**config.mk**
```make
export PLATFORM = sky130hd
export DESIGN_NAME = issue_sched
export DESIGN_NICKNAME = d
export VERILOG_FILES = /design/src/rtl/issue_sched.sv
export SDC_FILE = /design/constraint.sdc
export NUM_CORES = 1
export LEC_CHECK = 0
export ABC_AREA = 1
export BUFFER_PORTS_ARGS = -buffer_cell sky130_fd_sc_hd__buf_2
export CAP_MARGIN = 5
export CORE_ASPECT_RATIO = 1.2
export CORE_MARGIN = 5
export CORE_UTILIZATION = 30
export CTS_CLUSTER_DIAMETER = 150
export DETAILED_ROUTE_END_ITERATION = 7
export GPL_TIMING_DRIVEN = 0
export HOLD_SLACK_MARGIN = 0.02
export SETUP_SLACK_MARGIN = 0.2
export SLEW_MARGIN = 0
export SYNTH_ARGS = -nofsm -noshare
export SYNTH_HDL_FRONTEND = slang
export SYNTH_SLANG_ARGS = --single-unit
```
**constraint.sdc**
```tcl
create_clock -name clk -period 3.8 [get_ports clk]
set_clock_uncertainty 0.2 [all_clocks]
set_input_delay 0.57 -clock clk [delete_from_list [all_inputs] [get_ports clk]]
set_output_delay 0.57 -clock clk [all_outputs]
set_load 0.005 [all_outputs]
```
**src/rtl/issue_sched.sv**
```systemverilog
// issue_sched: dual-issue scheduler between the instruction buffer and execute.
// Decides each cycle how many head entries to pop (0..2) using a register
// scoreboard for long-latency results, structural pairing rules, and a
// drain/serialize FSM for SERIAL-class instructions.
// Optional feature macro: ISSUE_DUAL_EN (when undefined, only entry A issues).
module issue_sched #(
  parameter int SB_REGS = 32
) (
  input  logic       clk,
  input  logic       reset,
  input  logic       flush,
  input  logic       a_valid,
  input  logic [1:0] a_cls,
  input  logic [4:0] a_dest,
  input  logic [4:0] a_r1,
  input  logic [4:0] a_r2,
  input  logic       b_valid,
  input  logic [1:0] b_cls,
  input  logic [4:0] b_dest,
  input  logic [4:0] b_r1,
  input  logic [4:0] b_r2,
  input  logic       stall,
  input  logic       pipe_empty,
  input  logic       wb_a_valid,
  input  logic [4:0] wb_a_dest,
  input  logic       wb_b_valid,
  input  logic [4:0] wb_b_dest,
  output logic [1:0] o_size,
  output logic       serial_busy
);

  localparam logic [1:0] CLS_MEM = 2'd1;
  localparam logic [1:0] CLS_MUL = 2'd2;
  localparam logic [1:0] CLS_SER = 2'd3;

  typedef enum logic [1:0] {
    ST_NORMAL = 2'd0,
    ST_DRAIN  = 2'd1,
    ST_POST   = 2'd2
  } state_t;

  state_t             state_q, state_d;
  logic [SB_REGS-1:0] busy_q, busy_d;
  logic [SB_REGS-1:0] busy_set_s, busy_clr_s;
  logic               kill_s;
  logic               sb_empty_s;
  logic               issue_a_s;
  logic               issue_b_s;

  // One-hot register mask, all zero when not enabled.
  function automatic logic [SB_REGS-1:0] reg_mask(input logic en, input logic [4:0] idx);
    logic [SB_REGS-1:0] m;
    m = {SB_REGS{1'b0}};
    if (en) begin
      m[idx] = 1'b1;
    end else begin
      m = {SB_REGS{1'b0}};
    end
    return m;
  endfunction

  // Classes whose results come back through the writeback ports.
  function automatic logic long_lat(input logic [1:0] cls);
    return (cls == CLS_MEM) || (cls == CLS_MUL);
  endfunction

  assign kill_s      = reset | flush;
  assign sb_empty_s  = (busy_q == {SB_REGS{1'b0}});
  assign serial_busy = (state_q != ST_NORMAL);

  // Head entry A may issue only in NORMAL with no scoreboard hazard.
  always_comb begin
    issue_a_s = 1'b0;
    if (!kill_s && (state_q == ST_NORMAL) && a_valid && !stall && (a_cls != CLS_SER) &&
        !busy_q[a_r1] && !busy_q[a_r2] && !busy_q[a_dest]) begin
      issue_a_s = 1'b1;
    end else begin
      issue_a_s = 1'b0;
    end
  end

`ifdef ISSUE_DUAL_EN
  logic pair_dep_s;
  logic pair_struct_s;

  // Entry B pairs with A only if independent of A and structurally compatible.
  always_comb begin
    pair_dep_s    = (a_dest != 5'd0) &&
                    ((a_dest == b_r1) || (a_dest == b_r2) || (a_dest == b_dest));
    pair_struct_s = ((a_cls == CLS_MEM) && (b_cls == CLS_MEM)) ||
                    ((a_cls == CLS_MUL) && (b_cls == CLS_MUL));
    issue_b_s     = 1'b0;
    if (issue_a_s && b_valid && (b_cls != CLS_SER) &&
        !busy_q[b_r1] && !busy_q[b_r2] && !busy_q[b_dest] &&
        !pair_dep_s && !pair_struct_s) begin
      issue_b_s = 1'b1;
    end else begin
      issue_b_s = 1'b0;
    end
  end
`else
  // Single-issue build: the B entry fields are deliberately ignored.
  logic unused_b_s;
  assign unused_b_s = ^{b_valid, b_cls, b_dest, b_r1, b_r2};
  assign issue_b_s  = 1'b0;
`endif

  // Scoreboard update: writebacks clear, long-latency issues set; set wins.
  always_comb begin
    busy_set_s = reg_mask(issue_a_s && long_lat(a_cls) && (a_dest != 5'd0), a_dest) |
                 reg_mask(issue_b_s && long_lat(b_cls) && (b_dest != 5'd0), b_dest);
    busy_clr_s = reg_mask(wb_a_valid, wb_a_dest) | reg_mask(wb_b_valid, wb_b_dest);
    if (kill_s) begin
      busy_d = {SB_REGS{1'b0}};
    end else begin
      busy_d = (busy_q & ~busy_clr_s) | busy_set_s;
    end
    busy_d[0] = 1'b0;
  end

  // Serialize FSM next state and pop count.
  always_comb begin
    state_d = state_q;
    o_size  = 2'd0;
    if (kill_s) begin
      state_d = ST_NORMAL;
      o_size  = 2'd0;
    end else begin
      case (state_q)
        ST_NORMAL: begin
          if (issue_b_s) begin
            o_size = 2'd2;
          end else if (issue_a_s) begin
            o_size = 2'd1;
          end else begin
            o_size = 2'd0;
          end
          if (a_valid && (a_cls == CLS_SER)) begin
            state_d = ST_DRAIN;
          end else begin
            state_d = ST_NORMAL;
          end
        end
        ST_DRAIN: begin
          if (pipe_empty && sb_empty_s && !stall) begin
            o_size  = 2'd1;
            state_d = ST_POST;
          end else begin
            o_size  = 2'd0;
            state_d = ST_DRAIN;
          end
        end
        ST_POST: begin
          o_size = 2'd0;
          if (pipe_empty) begin
            state_d = ST_NORMAL;
          end else begin
            state_d = ST_POST;
          end
        end
        default: begin
          o_size  = 2'd0;
          state_d = ST_NORMAL;
        end
      endcase
    end
  end

  // State and scoreboard registers; reset/flush are folded into the _d logic.
  always_ff @(posedge clk) begin
    state_q <= state_d;
    busy_q  <= busy_d;
  end

endmodule

```
# [Word-level counts from Yosys, hierarchy flattened]
# Index checks and enable logic that the tools add are counted.
[totals] reg_bits=33 input_bits=53 output_inout_bits=3 elab_cells=70
[classes] n_lt_le_gt_ge=8 n_eq_ne=6 muxes=24 bitwise=5 reduce_logical=25
[ops] operator="two-way mux 32 bit" n=3
[ops] operator="bitwise OR 32 bit" n=2
[ops] operator="AND 32 bit" n=1
[ops] operator="zero test 32 bit" n=1
[ops] operator="inverter 32 bit" n=1
[ops] operator="less-than comparator 5 x 6 -> 1 bit (second input constant)" n=5
[ops] operator="binary-select mux 1 bit (select 5 bit)" n=3
[ops] operator="demux 1 bit (select 5 bit)" n=3
[ops] operator="greater-or-equal comparator 5 x 1 -> 1 bit (second input constant)" n=3
[ops] operator="logical AND 1 bit" n=15
[ops] operator="two-way mux 1 bit" n=10
[ops] operator="== test 2 bit (second input constant)" n=3
[ops] operator="two-way mux 2 bit" n=3
[ops] operator="one-hot mux 2 bit (3 select lines)" n=1
[ops] operator="zero test 1 bit" n=5
[ops] operator="nonzero test 5 bit" n=1
[ops] operator="== test 2 x 1 -> 1 bit (second input constant)" n=2
[ops] operator="one-hot mux 2 bit (2 select lines)" n=1
[ops] operator="zero test 2 bit" n=1
[ops] operator="!= test 2 bit (second input constant)" n=1
[ops] operator="nonzero test 2 bit" n=1
[ops] operator="logical OR 1 bit" n=1
[ops] operator="bitwise OR 1 bit" n=1

# [Logic depth before layout (Yosys ltp)]
[depth] word_depth=14 ltp_mapped=15 mapped_depth_nobuf=12

# [Worst setup path before layout]
# Ideal clock, no wire load.
[synth_timing] path_kind="in2out" startpoint="input a_r2[0]" endpoint="output o_size[0]" arrival_time_ps=1789 required_ps=3030 setup_slack_ps=1241 stages=14 path_buffers=3 cell_sequence="buf_4 > buf_4 > nand2_1 > nand3_1 > nand3_1 > nand2_1 > nand2_1 > nand2_1 > nand2_1 > nand2_1 > nor2_4 > buf_6 > nand2_1 > a21oi_1"
[synth_via] elab_chain_cells=9
[synth_rtl] item="start: declaration" line="16" rtl="input logic [4:0] a_r2,"
[synth_rtl] item="binary-select mux 1 bit (select 5 bit)" line="75" rtl="!busy_q[a_r1] && !busy_q[a_r2] && !busy_q[a_dest]) begin"
[synth_rtl] item="two-way mux 1 bit (implied by the code)" line="75"
[synth_rtl] item="zero test 1 bit" line="75"
[synth_rtl] item="logical AND 1 bit (2 in series)" line="75"
[synth_rtl] item="two-way mux 1 bit" line="74" rtl="if (!kill_s && (state_q == ST_NORMAL) && a_valid && !stall && (a_cls != CLS_SER) &&"
[synth_rtl] item="two-way mux 1 bit" line="133" rtl="end else if (issue_a_s) begin"
[synth_rtl] item="one-hot mux 2 bit (2 select lines)" line="129" rtl="case (state_q)"
[synth_rtl] item="two-way mux 2 bit" line="125" rtl="if (kill_s) begin"
[synth_rtl] item="end: declaration" line="28" rtl="output logic [1:0] o_size,"
# No other way between the ends. The select of a mux whose other input is x is not followed.

# [Final worst setup path]
[layout_timing] startpoint="input a_r1[0]" endpoint="output o_size[0]"
[layout_via] elab_chain_cells=10
[layout_rtl] item="start: declaration" line="15" rtl="input logic [4:0] a_r1,"
[layout_rtl] item="binary-select mux 1 bit (select 5 bit)" line="75"
[layout_rtl] item="two-way mux 1 bit (implied by the code)" line="75"
[layout_rtl] item="zero test 1 bit" line="75"
[layout_rtl] item="logical AND 1 bit" line="74"
[layout_rtl] item="logical AND 1 bit (2 in series)" line="75"
[layout_rtl] item="two-way mux 1 bit" line="74"
[layout_rtl] item="two-way mux 1 bit" line="133"
[layout_rtl] item="one-hot mux 2 bit (2 select lines)" line="129"
[layout_rtl] item="two-way mux 2 bit" line="125"
# No other way between the ends. The select of a mux whose other input is x is not followed.

==> summary.md <==
| Metric | Value |
|---|---|
| Wirelength, routed | `11800 microns` |
| Final hold violations | `0` |
| Final core occ | `0.354` |
| Transition time at the pin with the least slew margin | `943 ps` |
| Die H | `122 microns` |
| Sequential cell area fraction in the yosys report | `0.212` |
| Maximum single-stage delay on the critical path | `260 ps` |
| Router iterations before antenna repair | `5` |
| Max-slew violation total from the final report | `0` |
| Fillers | `1158` |
| Via count of the routed design | `3939` |
| Port-buffer cells | `31` |
| Worst skew pair latency | `280 ps` |
| Number of buffers added for setup after CTS | `0` |
| Launching element type of the critical path | `input port` |
| Final hold slack | `296 ps` |
| Clock transition time at the flip-flop clock pins of the worst setup and hold paths | `50 ps` |
| Kind of end point of the critical path | `output port` |
| Max clock buf depth | `2` |
| Number of cells produced by synthesis | `559` |
| Number of DRC markers in iteration 0 | `354` |
| Post-CTS resize count | `0` |
| Average wire per standard cell | `16.3 microns` |
| Largest net degree at the start of global routing | `11` |
| Power Dens Cells | `261 mW/mm^2` |
| Master of the slowest instance on the critical path | `buf_2` |
| Most common cell type on the critical path | `nand2_1` |
| Post-route minimum period | `2930 ps` |
| Post-Synthesis Mean Instance Area | `5.58 sq um` |
| Root Driver | `clkbuf_16` |
| Worst slew slack as a fraction of its limit | `0.367` |
| Number of setup violations in the final report | `0` |
| Mapped cell area | `0.00312 sq mm` |
| Total area of multi-input combinational cells | `0.00202 sq mm` |
| Final period util | `0.770` |
| Hold/Removal Path Class | `register to register` |
| Cell chain of the critical path | `buf_2, buf_2, nand2_1, o21ai_0, nand2_1, nand3_1, nand3_1, nand2_1, nand2_1, nand2_1, inv_1, buf_2, nand2_1, a21oi_1, buf_2` |
| Type of the worst setup path | `input port to output port` |
| Number of clock sinks | `33` |
| Maximum fanout count along the critical path | `10` |
| Post-layout net count | `651` |
| Layout-stage area growth over the synthesis result | `14.7%` |
| Post-route DRC violation count | `0` |
| Global placement routability congestion | `0.975` |
| Deepest level of the CTS H-tree | `2` |
| Total number of yosys warnings | `0` |
| Number of hold buffers added after CTS | `0` |
| Critical path arrival | `2160 ps` |
| Cell family with the largest share of critical-path delay | `buffers and inverters` |
| Total congestion overflow after global routing | `0` |
| Area taken by flip-flops and latches | `661 sq um` |
| Max_cap viols | `0` |
| Leakage component of the power | `1.42 nW` |
| Total number of placement rows | `40` |
| Total nets after synthesis | `613` |
| Via count of the first global-routing pass | `3647` |
| Timing-limited maximum frequency | `342 MHz` |
| Mean number of vias per cell | `5.45` |
| CTS tree | `yes` |
| Top-Level Pins | `56` |
| Half-perimeter wire length of the detailed placement result | `9290 microns` |
| Share of cells above drive strength 1 | `0.111` |
| Clock buffers created by TritonCTS | `5` |
| Outcome | `finished, final reports clean` |
| Area of the core region | `0.0101 sq mm` |
| Number of antenna repair diodes | `0` |
| RSZ-0062 raised after global routing | `false` |
| CP Buf/Inv Count | `5` |
| Required @ worst endpoint | `3030 ps` |
| Gr usage total | `0.191` |
| Initial antenna violation count | `0` |
| Die extent in x | `103 microns` |
| Unique cell type count in the Yosys netlist | `27` |
| Wire length of the first global-routing pass | `18600 microns` |
| Post-layout power | `934 uW` |
| Highest ir drop seen on vdd | `0.224 mV` |
| Aggregate negative setup slack | `0 ps` |
| Die Footprint | `0.0125 sq mm` |
| Post-DRT Antenna Nets | `0` |
| Flip-flop and latch count after synthesis | `33` |
| Initial cell density of the core | `0.308` |
-- through the flow --
stage	worst slack (ps)	instances	instance area, sq um
5_1_grt	670	723	3580
2_1_floorplan	1240	559	3120
6_report	874	723	3580
4_1_cts	870	723	3580
3_3_place_gp	866	716	3430
3_5_place_dp	887	716	3430
-- cell usage after synthesis --
cell / n / area (sq um)
nand3_1: 60 / 300
inv_1: 65 / 244
conb_1: 1 / 3.75
buf_2: 10 / 50.1
nand3_2: 1 / 10.0
nand4_1: 33 / 206
nand2_1: 177 / 664
nand2_2: 1 / 6.26
clkinv_2: 1 / 5.00
nor4_1: 5 / 31.3
nor3_1: 34 / 170
ha_1: 1 / 12.5
inv_2: 1 / 3.75
o21ai_0: 7 / 35.0
clkbuf_1: 3 / 11.3
a21oi_1: 35 / 175
buf_4: 4 / 30.0
inv_4: 1 / 6.26
nor2_2: 1 / 6.26
a22oi_1: 23 / 173
a221o_1: 2 / 20.0
nor2_4: 1 / 11.3
buf_6: 7 / 78.8
nor2_1: 45 / 169
clkinv_1: 2 / 7.51
dfxtp_1: 33 / 661
o21ai_1: 5 / 25.0
-- cell usage in the layout (no fill, tap or decap), types with 7 or more instances in the layout --
master	Yosys	routed
nand2_1	177	177
inv_1	65	65
nand3_1	60	60
nor2_1	45	45
buf_2	10	41
a21oi_1	35	35
nor3_1	34	34
nand4_1	33	33
dfxtp_1	33	33
a22oi_1	23	23
buf_6	7	7
o21ai_0	7	7
-- power breakdown --
group          internal [mW]  switching, mW  leakage [nW]  total [mW]
Clock                  0.256          0.143        0.0690       0.399
Combinational         0.0567          0.131          1.08       0.188
Sequential             0.347       0.000206         0.266       0.347
Total                  0.660          0.274          1.42       0.934
-- sequential cells by signal, indices dropped and copies added, names as in the netlist --
| name | count |
|---|---|
| busy_q | 31 |
| state_q | 2 |
-- cell families (layout without fill, tap and decap cells) --
kind of cell | after synthesis | after routing | synth area share
and+or+nand+nor | 358 | 358 | 0.505
AOI/OAI and AO/OA | 72 | 72 | 0.137
adders and majority gates | 1 | 1 | 0.00401
other | 1 | 1 | 0.00120
DFF | 33 | 33 | 0.212
buffers and inverters | 94 | 132 | 0.140
-- metal layers --
metal  global-route usage  part of all wire  vias up
met3               0.0212             0.059       44
met5                    0                 0        -
met1                0.236              0.39     1786
li1                     -                 -     1946
met4                0.114             0.062        0
met2                0.315              0.49      163
-- final cells by class --
| cell class | instances | share of cell area |
|---|---|---|
| plain buffers | 24 | 0.0476 |
| clock buffers | 6 | 0.0388 |
| clock inverters | 1 | 0.00210 |
| inverters | 70 | 0.0745 |
| multi-input cells | 432 | 0.565 |
| flip-flops and latches | 33 | 0.185 |
| well taps | 126 | 0.0441 |
| repair buffers | 31 | 0.0434 |
-- path summary, 6_finish.rpt --
check,startpoint,end,slack (ps),depth (start not counted)
min,busy_q[12],busy_q[12],300,2
max,a_r1[0],o_size[0],870,15
min reg2reg,busy_q[12],busy_q[12],300,2
max reg2reg,busy_q[26],busy_q[21],1750,12
-- tightest hold or removal path, stage by stage, from the launching register on --
cell	delay, ps
dfxtp_1	320
nand2_1	70
a21oi_1	60
Note: power is estimated with default switching activity, not from simulation.
